<file path="src/rtl/daisy_chain_irq_controller.sv">
`default_nettype none
// ============================================================================
//  Module   : daisy_chain_irq_controller
//  Purpose  : Interrupt controller for an active-low daisy-chain priority
//             chain. Synchronises the wired-OR chain request, raises a CPU
//             interrupt, drives the chain-head acknowledge when the CPU
//             acknowledges, priority-encodes which link took the acknowledge
//             into a vector, then releases the chain for a recovery period.
//             Link 0 is nearest the chain head (highest priority).
//  Revision : 1.0 - initial release
// ----------------------------------------------------------------------------
//  Ports
//    clk         in   rising-edge clock
//    reset       in   asynchronous active-high reset
//    enable      in   gates acceptance of new requests (IDLE only)
//    irq_n       in   active-low wired-OR chain request (asynchronous)
//    ack_k_n     in   [N]  per-link active-low "acknowledge taken"
//    ack_tail_n  in   active-low acknowledge leaving the chain tail
//    cpu_inta    in   CPU interrupt acknowledge (level, honoured in REQ)
//    ack_n       out  active-low acknowledge into the chain head
//    cpu_irq     out  active-high interrupt to the CPU
//    vec         out  [VW] index of the acknowledged link
//    vec_valid   out  one-cycle strobe qualifying vec
//    spurious    out  one-cycle strobe when no link took the acknowledge
//    busy        out  high whenever the controller is not idle
// ============================================================================
module daisy_chain_irq_controller #(
   parameter int N          = 4,
   parameter int VW         = 2,
   parameter int ACK_SETTLE = 2,
   parameter int RECOVER    = 2
) (
   input  logic          clk,
   input  logic          reset,
   input  logic          enable,
   input  logic          irq_n,
   input  logic [N-1:0]  ack_k_n,
   input  logic          ack_tail_n,
   input  logic          cpu_inta,
   output logic          ack_n,
   output logic          cpu_irq,
   output logic [VW-1:0] vec,
   output logic          vec_valid,
   output logic          spurious,
   output logic          busy
);

   // One shared counter times both the settle and the recovery phases; it
   // only ever needs to reach (max phase length - 1).
   localparam int c_CNT_MAX = (ACK_SETTLE > RECOVER) ? ACK_SETTLE : RECOVER;
   localparam int c_CW      = (c_CNT_MAX > 1) ? $clog2(c_CNT_MAX) : 1;
   localparam logic [c_CW-1:0] c_SETTLE_LAST  = c_CW'(ACK_SETTLE - 1);
   localparam logic [c_CW-1:0] c_RECOVER_LAST = c_CW'(RECOVER - 1);

   typedef enum logic [2:0] {
      S_IDLE    = 3'd0,
      S_REQ     = 3'd1,
      S_ACK     = 3'd2,
      S_CAPTURE = 3'd3,
      S_RELEASE = 3'd4
   } state_t;

   state_t          r_state;
   state_t          w_state_nxt;
   logic [c_CW-1:0] r_cnt;
   logic [c_CW-1:0] w_cnt_nxt;
   logic            w_sample;

   logic            r_sync1;
   logic            r_irq_s;

   logic [VW-1:0]   r_vec;
   logic            r_vec_valid;
   logic            r_spurious;

   logic [VW-1:0]   w_enc;
   logic            w_any_taker;

   // The tail acknowledge is informational only: a missing taker alone
   // decides a spurious acknowledge, whatever the tail reports.
   logic            w_unused;
   assign w_unused = ack_tail_n;

   // ------------------------------------------------------------------
   // Two-flop synchroniser for the asynchronous chain request; idles high
   // so that reset never looks like a pending request.
   // ------------------------------------------------------------------
   always_ff @(posedge clk or posedge reset) begin
      if (reset) begin
         r_sync1 <= 1'b1;
         r_irq_s <= 1'b1;
      end else begin
         r_sync1 <= irq_n;
         r_irq_s <= r_sync1;
      end
   end

   // ------------------------------------------------------------------
   // Priority encoder: lowest-index link holding its ack low wins.
   // Scanning downwards lets the lowest index overwrite higher ones.
   // ------------------------------------------------------------------
   always_comb begin
      w_enc = '0;
      for (int i = N - 1; i >= 0; i--) begin
         if (!ack_k_n[i]) begin
            w_enc = VW'(i);
         end
      end
   end

   assign w_any_taker = ~&ack_k_n;

   // ------------------------------------------------------------------
   // State register
   // ------------------------------------------------------------------
   always_ff @(posedge clk or posedge reset) begin
      if (reset) begin
         r_state <= S_IDLE;
         r_cnt   <= '0;
      end else begin
         r_state <= w_state_nxt;
         r_cnt   <= w_cnt_nxt;
      end
   end

   // ------------------------------------------------------------------
   // Next-state logic. The counter is cleared on entry to ACK and RELEASE
   // so each phase counts from zero.
   // ------------------------------------------------------------------
   always_comb begin
      w_state_nxt = r_state;
      w_cnt_nxt   = r_cnt;
      w_sample    = 1'b0;
      case (r_state)
         S_IDLE: begin
            if (!r_irq_s && enable) begin
               w_state_nxt = S_REQ;
            end
         end
         S_REQ: begin
            // Acknowledge wins over a simultaneous withdrawal.
            if (cpu_inta) begin
               w_state_nxt = S_ACK;
               w_cnt_nxt   = '0;
            end else if (r_irq_s) begin
               w_state_nxt = S_IDLE;
            end
         end
         S_ACK: begin
            if (r_cnt == c_SETTLE_LAST) begin
               w_sample    = 1'b1;
               w_state_nxt = S_CAPTURE;
            end else begin
               w_cnt_nxt = r_cnt + c_CW'(1);
            end
         end
         S_CAPTURE: begin
            w_state_nxt = S_RELEASE;
            w_cnt_nxt   = '0;
         end
         S_RELEASE: begin
            if (r_cnt == c_RECOVER_LAST) begin
               w_state_nxt = S_IDLE;
            end else begin
               w_cnt_nxt = r_cnt + c_CW'(1);
            end
         end
         default: begin
            w_state_nxt = S_IDLE;
            w_cnt_nxt   = '0;
         end
      endcase
   end

   // ------------------------------------------------------------------
   // Capture registers: the strobes are high only in the CAPTURE cycle;
   // the vector is held across a spurious acknowledge.
   // ------------------------------------------------------------------
   always_ff @(posedge clk or posedge reset) begin
      if (reset) begin
         r_vec       <= '0;
         r_vec_valid <= 1'b0;
         r_spurious  <= 1'b0;
      end else begin
         r_vec_valid <= w_sample & w_any_taker;
         r_spurious  <= w_sample & ~w_any_taker;
         if (w_sample && w_any_taker) begin
            r_vec <= w_enc;
         end
      end
   end

   // ------------------------------------------------------------------
   // Outputs: registers or pure decodes of the state register.
   // ------------------------------------------------------------------
   assign ack_n     = ~((r_state == S_ACK) || (r_state == S_CAPTURE));
   assign cpu_irq   = (r_state == S_REQ);
   assign busy      = (r_state != S_IDLE);
   assign vec       = r_vec;
   assign vec_valid = r_vec_valid;
   assign spurious  = r_spurious;

endmodule
`default_nettype wire
</file>
<file path="config.mk">
export PLATFORM = sky130hd
export DESIGN_NAME = daisy_chain_irq_controller
export DESIGN_NICKNAME = d
export VERILOG_FILES = /design/src/rtl/daisy_chain_irq_controller.sv
export SDC_FILE = /design/constraint.sdc
export NUM_CORES = 1
export LEC_CHECK = 0
export ABC_AREA = 1
export CAP_MARGIN = 20
export CORE_AREA = 2 2 39 41
export DETAILED_ROUTE_END_ITERATION = 16
export DIE_AREA = 0 0 41 43
export GPL_TIMING_DRIVEN = 0
export PLACE_DENSITY = 0.67
export SYNTH_ARGS = -nofsm -noshare
export SYNTH_HDL_FRONTEND = slang
export SYNTH_SLANG_ARGS = --single-unit
</file>
<file path="constraint.sdc">
create_clock -name clk -period 1.1 [get_ports clk]
set_clock_uncertainty 0.05 [all_clocks]
set_input_delay 0.11 -clock clk [delete_from_list [all_inputs] [get_ports clk]]
set_output_delay 0.11 -clock clk [all_outputs]
set_load 0.01 [all_outputs]
</file>
==> flow_summary.json <==
{
  "hold_path_class": "primary input to async pin",
  "die_width_um": 41,
  "worst_slew_margin_rel_pct": 76.6,
  "slowest_stage": "dfrtp_1",
  "coreArea_sq_um": 1380,
  "r2r_start": "r_state[2]$_DFFE_PP0P_",
  "htree_levels": 1,
  "r2r_slack_ps": -130,
  "setup_viol": 8,
  "ant_nets": 0,
  "cp.arrival_ps": 1080,
  "finalCritPeriodShare_pct": 113,
  "postCtsHoldBufs": 0,
  "tns_ps": -661,
  "clkTransAtPathRegs_ps": 60,
  "drc": 0,
  "drtIter0Drc": 0,
  "via_per_inst": 4.67,
  "multi_input_area_sq_um": 201,
  "max_stage_delay_ps": 400,
  "startpoint": "r_state[2]$_DFFE_PP0P_",
  "pre_cts_ws_ps": -325,
  "start_kind": "flop",
  "fp.dieArea_sq_um": 1760,
  "vias": 453,
  "final.min_clock_period_ps": 1240,
  "wl_per_cell_um": 10.4,
  "powerDensity_nw_per_um2": 2550,
  "r2r_cells": 8,
  "p_leak_nw": 0.396,
  "required_ps": 940,
  "cts.sinks": 10,
  "syn_area_sq_um": 462,
  "tightest_slew_ps": 350,
  "port-buffer-count": 15,
  "timing.fmax_mhz": 804,
  "diodes": 0,
  "syn_to_final_growth_pct": 67.2,
  "grt_overflow": 0,
  "cp.buffers_inverters": 2,
  "ir_drop_mv": 0.940,
  "cap_violations": 0,
  "numCtsBuffers": 3,
  "layout_setup_ws_ps": -143,
  "ys_ff_latch": 10,
  "insertion_delay_ps": 260,
  "worstSetupPathDepth": 4,
  "finalPower_mw": 1.97,
  "path_delay_family": "flip-flops",
  "cp_cell_sequence": "buf_6 -> nor2_4 -> nand2_1 -> buf_2",
  "grt_pass1_vias": 396,
  "outcome": "complete, but fails checks",
  "grt_pass1_wl_um": 1620,
  "drt_pass1_iterations": 1,
  "ios": 17,
  "dp_cells": 84,
  "syn_nets": 63,
  "endpoint": "busy",
  "maxSlewViolCount": 0,
  "hold_violations": 0,
  "num_rows": 14,
  "yosysWarnings": 0,
  "grt_max_degree": 11,
  "critPathMaxFanout": 2,
  "yosys.cell_types.count": 15,
  "syn_inst": 53,
  "final-seq-area_sq_um": 253,
  "final_layout_size_suffix_gt1_share_pct": 35.8,
  "initial_core_util_pct": 33.4,
  "cp-end-kind": "output pin",
  "grt_use_total_pct": 13.9,
  "dp_hpwl_um": 705,
  "avgSynthCellArea_sq_um": 8.71,
  "nets": 92,
  "antenna_found_initial": 0,
  "gp_congestion": 0.657,
  "die_height_um": 43,
  "rsz0062_at_grt": "yes",
  "violations": "setup timing",
  "synth-seq-area-share_pct": 54.7,
  "wirelength_um": 1010,
  "finalNonFillerCells": 97,
  "clockRootBuffer": "clkbuf_4",
  "reg2reg_to": "vec[0]$_DFFE_PP0P_",
  "fillers": 126,
  "crit_type": "flop to output pin",
  "cts.path.max_buffers": 2,
  "cts_tree": "built"
}
[cell usage after synthesis (all sizes together)]
master / n / area [sq um]
dfrtp: 8 / 200
nor3: 2 / 10.0
dfstp: 2 / 52.6
inv: 10 / 37.5
nand4: 2 / 12.5
nor2: 2 / 17.5
o21bai: 1 / 7.51
nand2: 17 / 73.8
o21ai: 5 / 25.0
nand3: 4 / 25.0
[area by class of cell]
type                       instances  area share, %
multi-input combinational         33           26.1
inverter                          10           4.86
sequential                        10           32.7
timing repair buffer              24           30.3
clock buffer                       4           3.40
tap                               16           2.59
[worst register-to-register path: stages, from the launching register on]
cell and delay [ps]:
dfrtp_1 400, buf_6 130, nor2_4 90, buf_6 120, nand2_4 50, nor2_4 90, nand2_4 70, nand2_1 70
o21ai_1 50
[layout by cell type (no fill, tap or decap), drive strengths merged]
cell,count
o21bai,1
inv,10
dfrtp,8
clkdlybuf4s50,8
nor3,2
nand3,4
clkdlybuf4s15,2
nand4,2
clkbuf,4
o21ai,5
nand2,17
nor2,2
dfstp,2
buf,12
dlygate4sd2,2
[cells by family after synthesis]
group	count (synthesis)	share of synthesized area [%]
DFF	10	54.7
AOI/OAI and AO/OA	6	7.05
buffers and inverters	10	8.13
and+or+nand+nor	27	30.1
[how the worst min path moves through the flow]
stage	startpoint	depth (start not counted)	slack (ps)	endpoint
final	reset	2	60	r_state[1]$_DFFE_PP0P_
after global routing	reset	2	100	r_state[1]$_DFFE_PP0P_
after CTS	reset	2	70	r_state[1]$_DFFE_PP0P_
after detailed placement	r_sync1$_DFF_PP1_	0	300	r_irq_s$_DFF_PP1_
after global placement	r_sync1$_DFF_PP1_	0	300	r_irq_s$_DFF_PP1_
after floorplan	reset	1	-100	r_cnt$_DFFE_PP0P_
[what timing repair did]
action	in CTS	in global routing
endpoints found under the setup margin	10	12
setup buffers	6	3
pin swaps	4	5
resized for setup	25	6
cloned	0	0
[report_power, final]
| part | leakage (nW) | internal (mW) | switching (mW) | total (mW) |
|---|---|---|---|---|
| clock network | 0.0150 | 0.139 | 0.109 | 0.249 |
| registers | 0.127 | 0.483 | 0.0805 | 0.563 |
| logic | 0.255 | 0.591 | 0.564 | 1.16 |
| total | 0.396 | 1.21 | 0.754 | 1.97 |
[registers in the layout (all words and copies together), names as in the netlist]
register   cells
r_state        3
r_sync1        1
r_irq_s        1
vec_valid      1
vec            2
spurious       1
r_cnt          1
[metrics by stage]
stage	utilization, %	instance area [sq um]	hold slack (ps)
finish	55.8	772	61.0
detailed placement	45.7	632	301
floorplan	-	462	-101
CTS	52.1	721	75.0
global route	55.8	772	102
global placement	45.7	632	297
[layer usage]
metal / wire length, um / share of wire [%] / track usage [%] / up-vias
met5: 0 / 0 / 0 / -
li1: - / - / - / 228
met3: 68 / 6.8 / 3.66 / 2
met2: 556 / 55 / 22.8 / 14
met4: 11 / 1.1 / 8.00 / 0
met1: 369 / 37 / 15.0 / 209
No activity file was read; power rests on OpenSTA's default activity.
